<file path="src/rtl/rom_load_pkg.sv">
// rom_load_pkg: shared state type, default sizing and region indices for the ROM download sequencer
package rom_load_pkg;
  localparam int DEF_ADDR_W = 16;
  localparam int DEF_REG_SEL_W = 2;
  localparam int DEF_HOLD_CYCLES = 16;
  localparam int REG_PROG = 0;
  localparam int REG_SPRITE = 1;
  localparam int REG_PLAYFIELD = 2;
  localparam int REG_SYNC = 3;
  typedef enum logic [2:0] {IDLE, LOAD, DRAIN, HOLD, RUN} state_t;
endpackage

</file>
<file path="src/rtl/rom_wr_skid.sv">
// rom_wr_skid: single-entry region write buffer with valid/ready, capture and drop detection
module rom_wr_skid
  import rom_load_pkg::*;
#(
  parameter int SEL_W = DEF_REG_SEL_W,
  parameter int OFS_W = DEF_ADDR_W - DEF_REG_SEL_W,
  localparam int N = 2 ** SEL_W
) (
  input  logic             clk,
  input  logic             rst,
  input  logic             wr,
  input  logic [SEL_W-1:0] sel,
  input  logic [OFS_W-1:0] ofs,
  input  logic [7:0]       din,
  input  logic [N-1:0]     ready,
  output logic [N-1:0]     we,
  output logic [OFS_W-1:0] addr,
  output logic [7:0]       data,
  output logic             cap,
  output logic             drop,
  output logic             pending
);
  logic accept;
  always_comb begin
    pending = |we;
    accept = |(we & ready);
    cap = wr & (~pending | accept);
    drop = wr & pending & ~accept;
  end
  // a capture in the accept cycle replaces the old write with no bubble
  always_ff @(posedge clk or posedge rst)
    if (rst) begin
      we <= '0;
      addr <= '0;
      data <= '0;
    end else begin
      we <= cap ? N'(1) << sel : accept ? '0 : we;
      if (cap) begin
        addr <= ofs;
        data <= din;
      end
    end
endmodule

</file>
<file path="src/rtl/rom_load_ctrl.sv">
// rom_load_ctrl: sequences the HPS ROM download into core ROM regions and holds the core in reset around it
module rom_load_ctrl
  import rom_load_pkg::*;
#(
  parameter int ADDR_W = DEF_ADDR_W,
  parameter int REG_SEL_W = DEF_REG_SEL_W,
  parameter int HOLD_CYCLES = DEF_HOLD_CYCLES,
  localparam int NUM_REGIONS = 2 ** REG_SEL_W
) (
  input  logic                      clk_sys,
  input  logic                      reset,
  input  logic                      ioctl_download,
  input  logic                      ioctl_wr,
  input  logic [ADDR_W-1:0]         ioctl_addr,
  input  logic [7:0]                ioctl_dout,
  input  logic [NUM_REGIONS-1:0]    rom_ready,
  output logic [NUM_REGIONS-1:0]    rom_we,
  output logic [ADDR_W-REG_SEL_W-1:0] rom_addr,
  output logic [7:0]                rom_data,
  output logic                      core_reset_n,
  output logic                      load_done,
  output logic [ADDR_W:0]           byte_count,
  output logic [7:0]                checksum,
  output logic                      overflow
);
  localparam int CNT_W = $clog2(HOLD_CYCLES + 1);
  state_t state, state_n;
  logic [CNT_W-1:0] cnt;
  logic loaded, dl_q, rise, cap, drop, pending;
  rom_wr_skid #(.SEL_W(REG_SEL_W), .OFS_W(ADDR_W - REG_SEL_W)) u_skid (
    .clk(clk_sys),
    .rst(reset),
    .wr(ioctl_wr && state == LOAD),
    .sel(ioctl_addr[ADDR_W-1 -: REG_SEL_W]),
    .ofs(ioctl_addr[ADDR_W-REG_SEL_W-1:0]),
    .din(ioctl_dout),
    .ready(rom_ready),
    .we(rom_we),
    .addr(rom_addr),
    .data(rom_data),
    .cap(cap),
    .drop(drop),
    .pending(pending)
  );
  always_comb begin
    rise = ioctl_download & ~dl_q;
    state_n = rise ? LOAD :
              (state == LOAD && !ioctl_download) ? DRAIN :
              (state == DRAIN && !pending) ? HOLD :
              (state == HOLD && cnt == CNT_W'(1)) ? RUN : state;
    core_reset_n = state == RUN;
    load_done = core_reset_n & loaded;
  end
  always_ff @(posedge clk_sys or posedge reset)
    if (reset) begin
      state <= HOLD;
      cnt <= CNT_W'(HOLD_CYCLES);
      loaded <= 1'b0;
      dl_q <= 1'b0;
      byte_count <= '0;
      checksum <= '0;
      overflow <= 1'b0;
    end else begin
      dl_q <= ioctl_download;
      state <= state_n;
      cnt <= state == DRAIN ? CNT_W'(HOLD_CYCLES) : state == HOLD ? cnt - CNT_W'(1) : cnt;
      loaded <= rise | (loaded & ~core_reset_n);
      if (rise) begin
        byte_count <= '0;
        checksum <= '0;
        overflow <= 1'b0;
      end else begin
        if (cap && !(&byte_count)) byte_count <= byte_count + (ADDR_W + 1)'(1);
        if (cap) checksum <= checksum + ioctl_dout;
        if (drop) overflow <= 1'b1;
      end
    end
endmodule

</file>
<file path="config.mk">
export PLATFORM = sky130hd
export DESIGN_NAME = rom_load_ctrl
export DESIGN_NICKNAME = d
export VERILOG_FILES = /design/src/rtl/rom_load_pkg.sv /design/src/rtl/rom_wr_skid.sv /design/src/rtl/rom_load_ctrl.sv
export SDC_FILE = /design/constraint.sdc
export NUM_CORES = 1
export LEC_CHECK = 0
export CORE_UTILIZATION = 40
export CTS_CLUSTER_DIAMETER = 150
export DETAILED_ROUTE_END_ITERATION = 7
export GPL_ROUTABILITY_DRIVEN = 0
export PLACE_DENSITY = 0.83
export RECOVER_POWER = 50
export SETUP_SLACK_MARGIN = 0.1
export SKIP_LAST_GASP = 1
export SYNTH_ARGS = -nofsm -noshare
export SYNTH_HDL_FRONTEND = slang
export SYNTH_SLANG_ARGS = --single-unit
</file>
<file path="constraint.sdc">
create_clock -name clk_sys -period 2.1 [get_ports clk_sys]
set_clock_uncertainty 0.2 [all_clocks]
set_input_delay 0.525 -clock clk_sys [delete_from_list [all_inputs] [get_ports clk_sys]]
set_output_delay 0.525 -clock clk_sys [all_outputs]
set_load 0.02 [all_outputs]
</file>
==> Word-level counts from Yosys, hierarchy flattened <==
Index checks and enable logic that the tools add are counted.
{ "totals": {"ff_bits": 62, "input_bits": 32, "out_inout_bits": 54, "word_cells": 63} }
{ "classes": {"addsub": 3, "eq_ne": 5, "shifts": 1, "muxes": 14, "bitwise": 13, "reduce_logical": 17} }
{ "ops": {"columns": ["operator", "count"], "rows": [
  ["$mux W17", 2],
  ["$add A17 B1 Y17 const B", 1],
  ["$reduce_and A17 Y1", 1],
  ["$mux W8", 2],
  ["$mux W3", 4],
  ["$mux W5", 2],
  ["$reduce_bool A2 Y1", 5],
  ["$add A8 B8 Y8", 1],
  ["$mux W4", 2],
  ["$reduce_or A4 Y1", 2],
  ["$and A1 B1 Y1", 6],
  ["$eq A3 B2 Y1 const B", 2],
  ["$eq A5 B1 Y1 const B", 1],
  ["$logic_and A1 B1 Y1", 5],
  ["$sub A5 B1 Y5 const B", 1],
  ["$and A4 B4 Y4", 1],
  ["$not A1 Y1", 4],
  ["$reduce_bool A4 Y1", 1],
  ["$shl A1 B2 Y4 const A", 1],
  ["$eq A3 B1 Y1 const B", 1],
  ["$eq A3 B3 Y1 const B", 1],
  ["$logic_not A1 Y1", 3],
  ["$mux W1", 2],
  ["$or A1 B1 Y1", 2]
]} }

==> Logic depth before layout (Yosys ltp) <==
{ "depth": {"word_depth": 7, "mapped_depth": 10, "depth_no_buf": 9} }

==> By module <==
From an unflattened synthesis, not the netlist that was laid out.
{ "unflattened": {"cells_unflattened": 275, "area_unflattened_um2": 3144.3} }
{ "modules_own_cells": {"columns": ["module", "n_inst", "cells_each", "area_per_inst_um2", "seq_area_each_um2"], "rows": [
  ["rom_load_ctrl", 1, 210, 2049.5, 904.6],
  ["rom_wr_skid", 1, 65, 1094.8, 650.6]
]} }

==> Worst setup path after synthesis <==
OpenSTA, ideal clock, no wires.
{ "synth_path": {"kind": "flip-flop to flip-flop", "from": "reg byte_count[8]", "to": "reg byte_count[11]", "arrival_ns": 2.189, "required_time_ns": 1.822, "path_slack_ns": -0.367, "stages_incl_launch_ff": 10, "synth_period_minus_slack_ns": 2.467, "path_cell_list": "dfrtp_1 and3_1 nand4_1 nor3_1 ha_1 inv_1 o311ai_4 or3_4 or3_1 a21oi_1"} }
{ "synth_via": {"elab_chain_len": 4} }
{ "synth_rtl": {"columns": ["item", "line", "rtl"], "rows": [
  ["from (decl)", "rom_load_ctrl.sv:22", "output logic [ADDR_W:0] byte_count,"],
  ["from (signal assigned)", "rom_load_ctrl.sv:73", "if (cap && !(&byte_count)) byte_count <= byte_count + (ADDR_W + 1)'(1);"],
  ["branches (longest 4 deep; another with $add A17 B1 Y17)", null, null]
]} }
Several ways; the timed one is not identified. The select of a mux whose other input is x is not followed.
A chain may end at the register's enable or synchronous reset.

==> Worst setup path in the final report <==
{ "layout_path": {"from": "reg byte_count[7]", "to": "reg byte_count[13]"} }
The elaborated chain is that of the path after synthesis.

==> results.md <==
Outcome:
- The flow ran to the end, but the final reports show violations.
- The checks that failed: setup timing.

Synthesis:
- In the synthesized netlist, mux cells make up 0.330% of the area.
- After synthesis the cells add up to 3040 um^2.
- The sequential fraction of the synthesis area is 51.2%.
- When the netlist entered floorplanning its net count stood at 373.
- In this run, synthesis inferred 0 flip-flops with an integrated enable.
- The prevailing post-synth register cell is sky130_fd_sc_hd__dfrtp_1.
- By area, the combinational part of the netlist is dominated by simple AND/OR/NAND/NOR gates.
- The flip-flop and latch count after synthesis is 62.
- Synthesis handed over a netlist of 329 instances.
- The fraction of synthesis flops using an asynchronous set or reset pin is 100%.
- The Yosys step of the flow raised 0 warnings.
- The compound-cell area share of the yosys netlist is 12.4%.
- Of the total synthesized cell area, the portion taken by full adders, half adders and majority gates is 5.19%.
- The count of distinct cell types in the synthesized netlist is 41.
- The mean post-synth cell area is 9.23 um^2.
- Of the total synthesized cell area, the portion taken by XOR and XNOR cells is 4.04%.
- The simple logic cell fraction of the synthesized area is 23.9%.

Drt:
- The first-pass iteration count of the detailed router is 4.
- The number of vias after detailed routing is 3084.
- In this run the remaining antenna-violating nets after routing total 0.
- The first routing iteration left 147 violations.
- The remaining routing DRC violations is 0.
- The post-detailed-route wirelength per cell is 16.0 um.
- The overall routed net length is 9560 um.
- The routed via count divided by cell count is 5.17.

Worst setup path:
- Walking the worst path, the cells encountered are and3_4 -> nand4_1 -> nor3_1 -> ha_2 -> inv_2 -> o311ai_4 -> or3_4 -> or3_1 -> a21oi_2.
- The cell type of the slowest stage on the worst timing path is sky130_fd_sc_hd__dfrtp_2.
- STA puts the critical path data arrival time at 2.32 ns.
- The launch point of the worst reg-to-reg path is byte_count[7].
- The endpoint of the lowest-slack register-to-register path is byte_count[13].
- STA classifies the critical path startpoint as a flip-flop.
- Setup slack on the worst reg-to-reg path comes out at -0.15 ns.
- The required time at the worst-slack endpoint is 2.17 ns.
- The startpoint-to-endpoint class of the critical path is flip-flop to flip-flop.
- The delay of the slowest cell on the worst path is 0.41 ns.
- STA classifies the critical path endpoint as a flip-flop.
- The worst register-to-register path has a depth of 9.
- The largest driver fanout on the critical path is 4.

Worst hold path:
- The startpoint identified for the worst hold timing path is u_skid.addr[1].
- The end point of the most critical hold path is u_skid.addr[1].
- The worst hold-check path type is flip-flop to flip-flop.
- The cell depth of the worst min-delay path is 2.

GRT:
- Entering global routing, the biggest net connects 34 pins.
- The first global-routing pass estimated 14700 um of wire.
- In the global route stage, overall resource usage came out at 24.8%.
- The number of global-route vias before repair is 3122.
- The total congestion overflow is 0.
- The initial antenna violation count came to 0.

Clocking:
- For this design, the CTS-stage hold fixing added 0 buffers.
- The later pin in the worst-skew pair is clocked with a latency of 0.34 ns.
- The root buffer cell chosen for the clock tree is sky130_fd_sc_hd__clkbuf_8.
- The total number of clock tree sinks is 62.
- CTS built an H-tree with a depth of 3.
- TritonCTS built the clock tree.
- The total CTS buffers is 9.
- The largest buffer count on any clock path is 2.
- After clock tree synthesis, the clock-pin slew on the worst setup and hold paths is 0.07 ns.

Pwr:
- The peak ir drop on the vdd network is 1.05 mV.
- The reported leakage power is 0.00258 uW.
- The power density over the cells is 1320 nW/um^2.

STA:
- At the pin with the least slew margin, the transition time is 0.853 ns.
- The worst path uses 107% of the clock period.
- Based on the critical path, the design can be clocked at up to 445 MHz.
- The relative slew slack is 43.2%.
- The number of hold violations in the final report is 0.
- The shortest clock period the worst path allows after layout is 2.25 ns.
- The summed negative setup slack over all endpoints is -0.680 ns.
- The number of pins with negative max-slew slack in the final report is 0.
- Setup repair after global routing could not meet its margin everywhere.
- The tightest hold path in the finished design has a slack of 0.268 ns.
- The total of endpoints with negative setup slack in the final report is 13.
- The worst setup margin is -0.147 ns.

Die:
- In this run the vertical extent of the chip is 89.1 um.
- The top-level I/O count is 86.
- The die covers 7940 um^2.
- The die is 89.1 um wide.
- The initial utilization of the core area, before any placement, comes to 41.6%.
- Row generation in the floorplan step produced 31 rows.
- In this run the standard cell core region covers 7290 um^2.

Layout:
- The final non-filler cell total is 596.
- The number of fill cells is 536.
- In the layout the commonest cells are sky130_fd_sc_hd__dlygate4sd2_1 (61), sky130_fd_sc_hd__nand2_1 (57), sky130_fd_sc_hd__buf_4 (55).
- In the final layout, the multi-input gates occupy 1810 um^2.
- The antenna cell count is 0.
- Summing all flip-flop and latch instances after layout gives 1570 um^2.
- Cells with a size suffix above 1 make up 38.6% of the layout.
- The number of nets in the layout is 536.
- Relative to the synthesized area, the layout overhead comes to 74.0%.
- The commonest non-fill, non-tap cell in the layout is sky130_fd_sc_hd__dlygate4sd2_1.

Placed design:
- In this run, placement finished with an instance count of 558.
- At the placement stage, the worst setup path has a slack of -0.539 ns.
- The detailed-placement wirelength estimate is 5920 um.
- Input and output buffers added on the ports amount to 85.

Run:
- The max-cap violation count is 0.
==> worst max path at each step <==
stage                             start              to  slack, ns  cells past startpoint
final                     byte_count[7]  byte_count[13]      -0.15                      9
after global routing      byte_count[7]  byte_count[13]      -0.24                      9
after CTS                 byte_count[7]  byte_count[13]      -0.11                      9
after detailed placement  ioctl_dout[0]     checksum[6]      -0.54                      8
after global placement    ioctl_dout[0]     checksum[6]      -0.50                      8
after floorplan           byte_count[7]  byte_count[11]      -0.17                      9
==> cell usage after synthesis, types with 2 or more instances <==
library cell / instances / share of area [%]
sky130_fd_sc_hd__a22o_1: 3 / 0.87
sky130_fd_sc_hd__nand2b_1: 4 / 0.82
sky130_fd_sc_hd__o21ai_0: 18 / 3.0
sky130_fd_sc_hd__nand3_1: 10 / 1.6
sky130_fd_sc_hd__a31oi_1: 2 / 0.41
sky130_fd_sc_hd__nand2_1: 88 / 11
sky130_fd_sc_hd__inv_1: 10 / 1.2
sky130_fd_sc_hd__and3_1: 4 / 0.82
sky130_fd_sc_hd__o31ai_1: 4 / 0.99
sky130_fd_sc_hd__a21oi_1: 17 / 2.8
sky130_fd_sc_hd__dfstp_2: 3 / 2.6
sky130_fd_sc_hd__nor2b_1: 2 / 0.41
sky130_fd_sc_hd__dfrtp_1: 59 / 49
sky130_fd_sc_hd__a211oi_1: 6 / 1.5
sky130_fd_sc_hd__nand4_1: 3 / 0.62
sky130_fd_sc_hd__and2_1: 2 / 0.41
sky130_fd_sc_hd__nor3_1: 7 / 1.2
sky130_fd_sc_hd__xnor2_1: 13 / 3.7
sky130_fd_sc_hd__nor2_1: 23 / 2.8
sky130_fd_sc_hd__clkbuf_1: 11 / 1.4
sky130_fd_sc_hd__o31a_1: 2 / 0.58
sky130_fd_sc_hd__ha_1: 11 / 4.5
sky130_fd_sc_hd__or3_1: 4 / 0.82
sky130_fd_sc_hd__nor4_1: 6 / 1.2
==> registers in the layout, indices dropped and copies added (netlist names) <==
register and cells:
overflow 1, loaded 1, cnt 5, checksum 8, u_skid.we 4, u_skid.data 8
state 3, u_skid.addr 14, byte_count 17, dl_q 1
==> metrics by stage <==
| stage | util [%] | power (uW) | cell area, um^2 |
|---|---|---|---|
| 5_1_grt | 72.5 | 7370 | 5280 |
| 4_1_cts | 68.6 | 6470 | 5000 |
| 3_5_place_dp | 62.0 | 5030 | 4520 |
| 2_1_floorplan | - | 3520 | 3100 |
| 6_report | 72.5 | 6960 | 5280 |
| 3_3_place_gp | 62.0 | 4920 | 4520 |
==> critical path, delay by kind of cell (launching register included) <==
family / cells / cell delay, ns
flops: 1 / 0.41
buf+inv: 1 / 0.07
compound gates: 2 / 0.23
fa+ha+maj: 1 / 0.17
simple gates: 5 / 1.09
==> what timing repair did <==
| action | in CTS | in global routing |
|---|---|---|
| cloned | 2 | 0 |
| gates resized for setup | 110 | 73 |
| setup endpoints to repair | 101 | 53 |
| setup buffers | 12 | 8 |
| pin swaps | 22 | 50 |
==> report_power, final <==
| group | total [uW] | internal [uW] | switching, uW | leakage, uW |
|---|---|---|---|---|
| logic | 3830 | 1830 | 2000 | 0.00169 |
| clock network | 1200 | 696 | 504 | 0.000108 |
| registers | 1930 | 1610 | 315 | 0.000783 |
==> layout make-up <==
| class | count | area share [%] |
|---|---|---|
| clock buffers | 10 | 2.60 |
| clock inverters | 6 | 1.61 |
| inverters | 10 | 0.734 |
| multi-input cells | 244 | 34.2 |
| flip-flops and latches | 62 | 29.7 |
| well taps | 99 | 2.34 |
| repair buffers | 165 | 28.8 |
==> kinds of logic (layout without fill, tap and decap cells) <==
logic type,count (synthesis),in the layout
adders and majority gates,12,12
xor gates and xnor gates,14,14
buffers and inverters,23,191
AOI/OAI and AO/OA,58,58
DFF,62,62
muxes,1,1
and+or+nand+nor,159,159
==> routing by layer <==
layer  track usage, %  wire length, um  part of all wire, %  vias to the layer above
met1             28.5             3790                   40                     1532
met2             44.2             5150                   54                       82
met4             9.09              173                  1.8                        0
met3             6.83              437                  4.6                       18
met5                0                0                    0                        -
li1                 -                -                    -                     1452
Note: power is estimated with default switching activity, not from simulation.
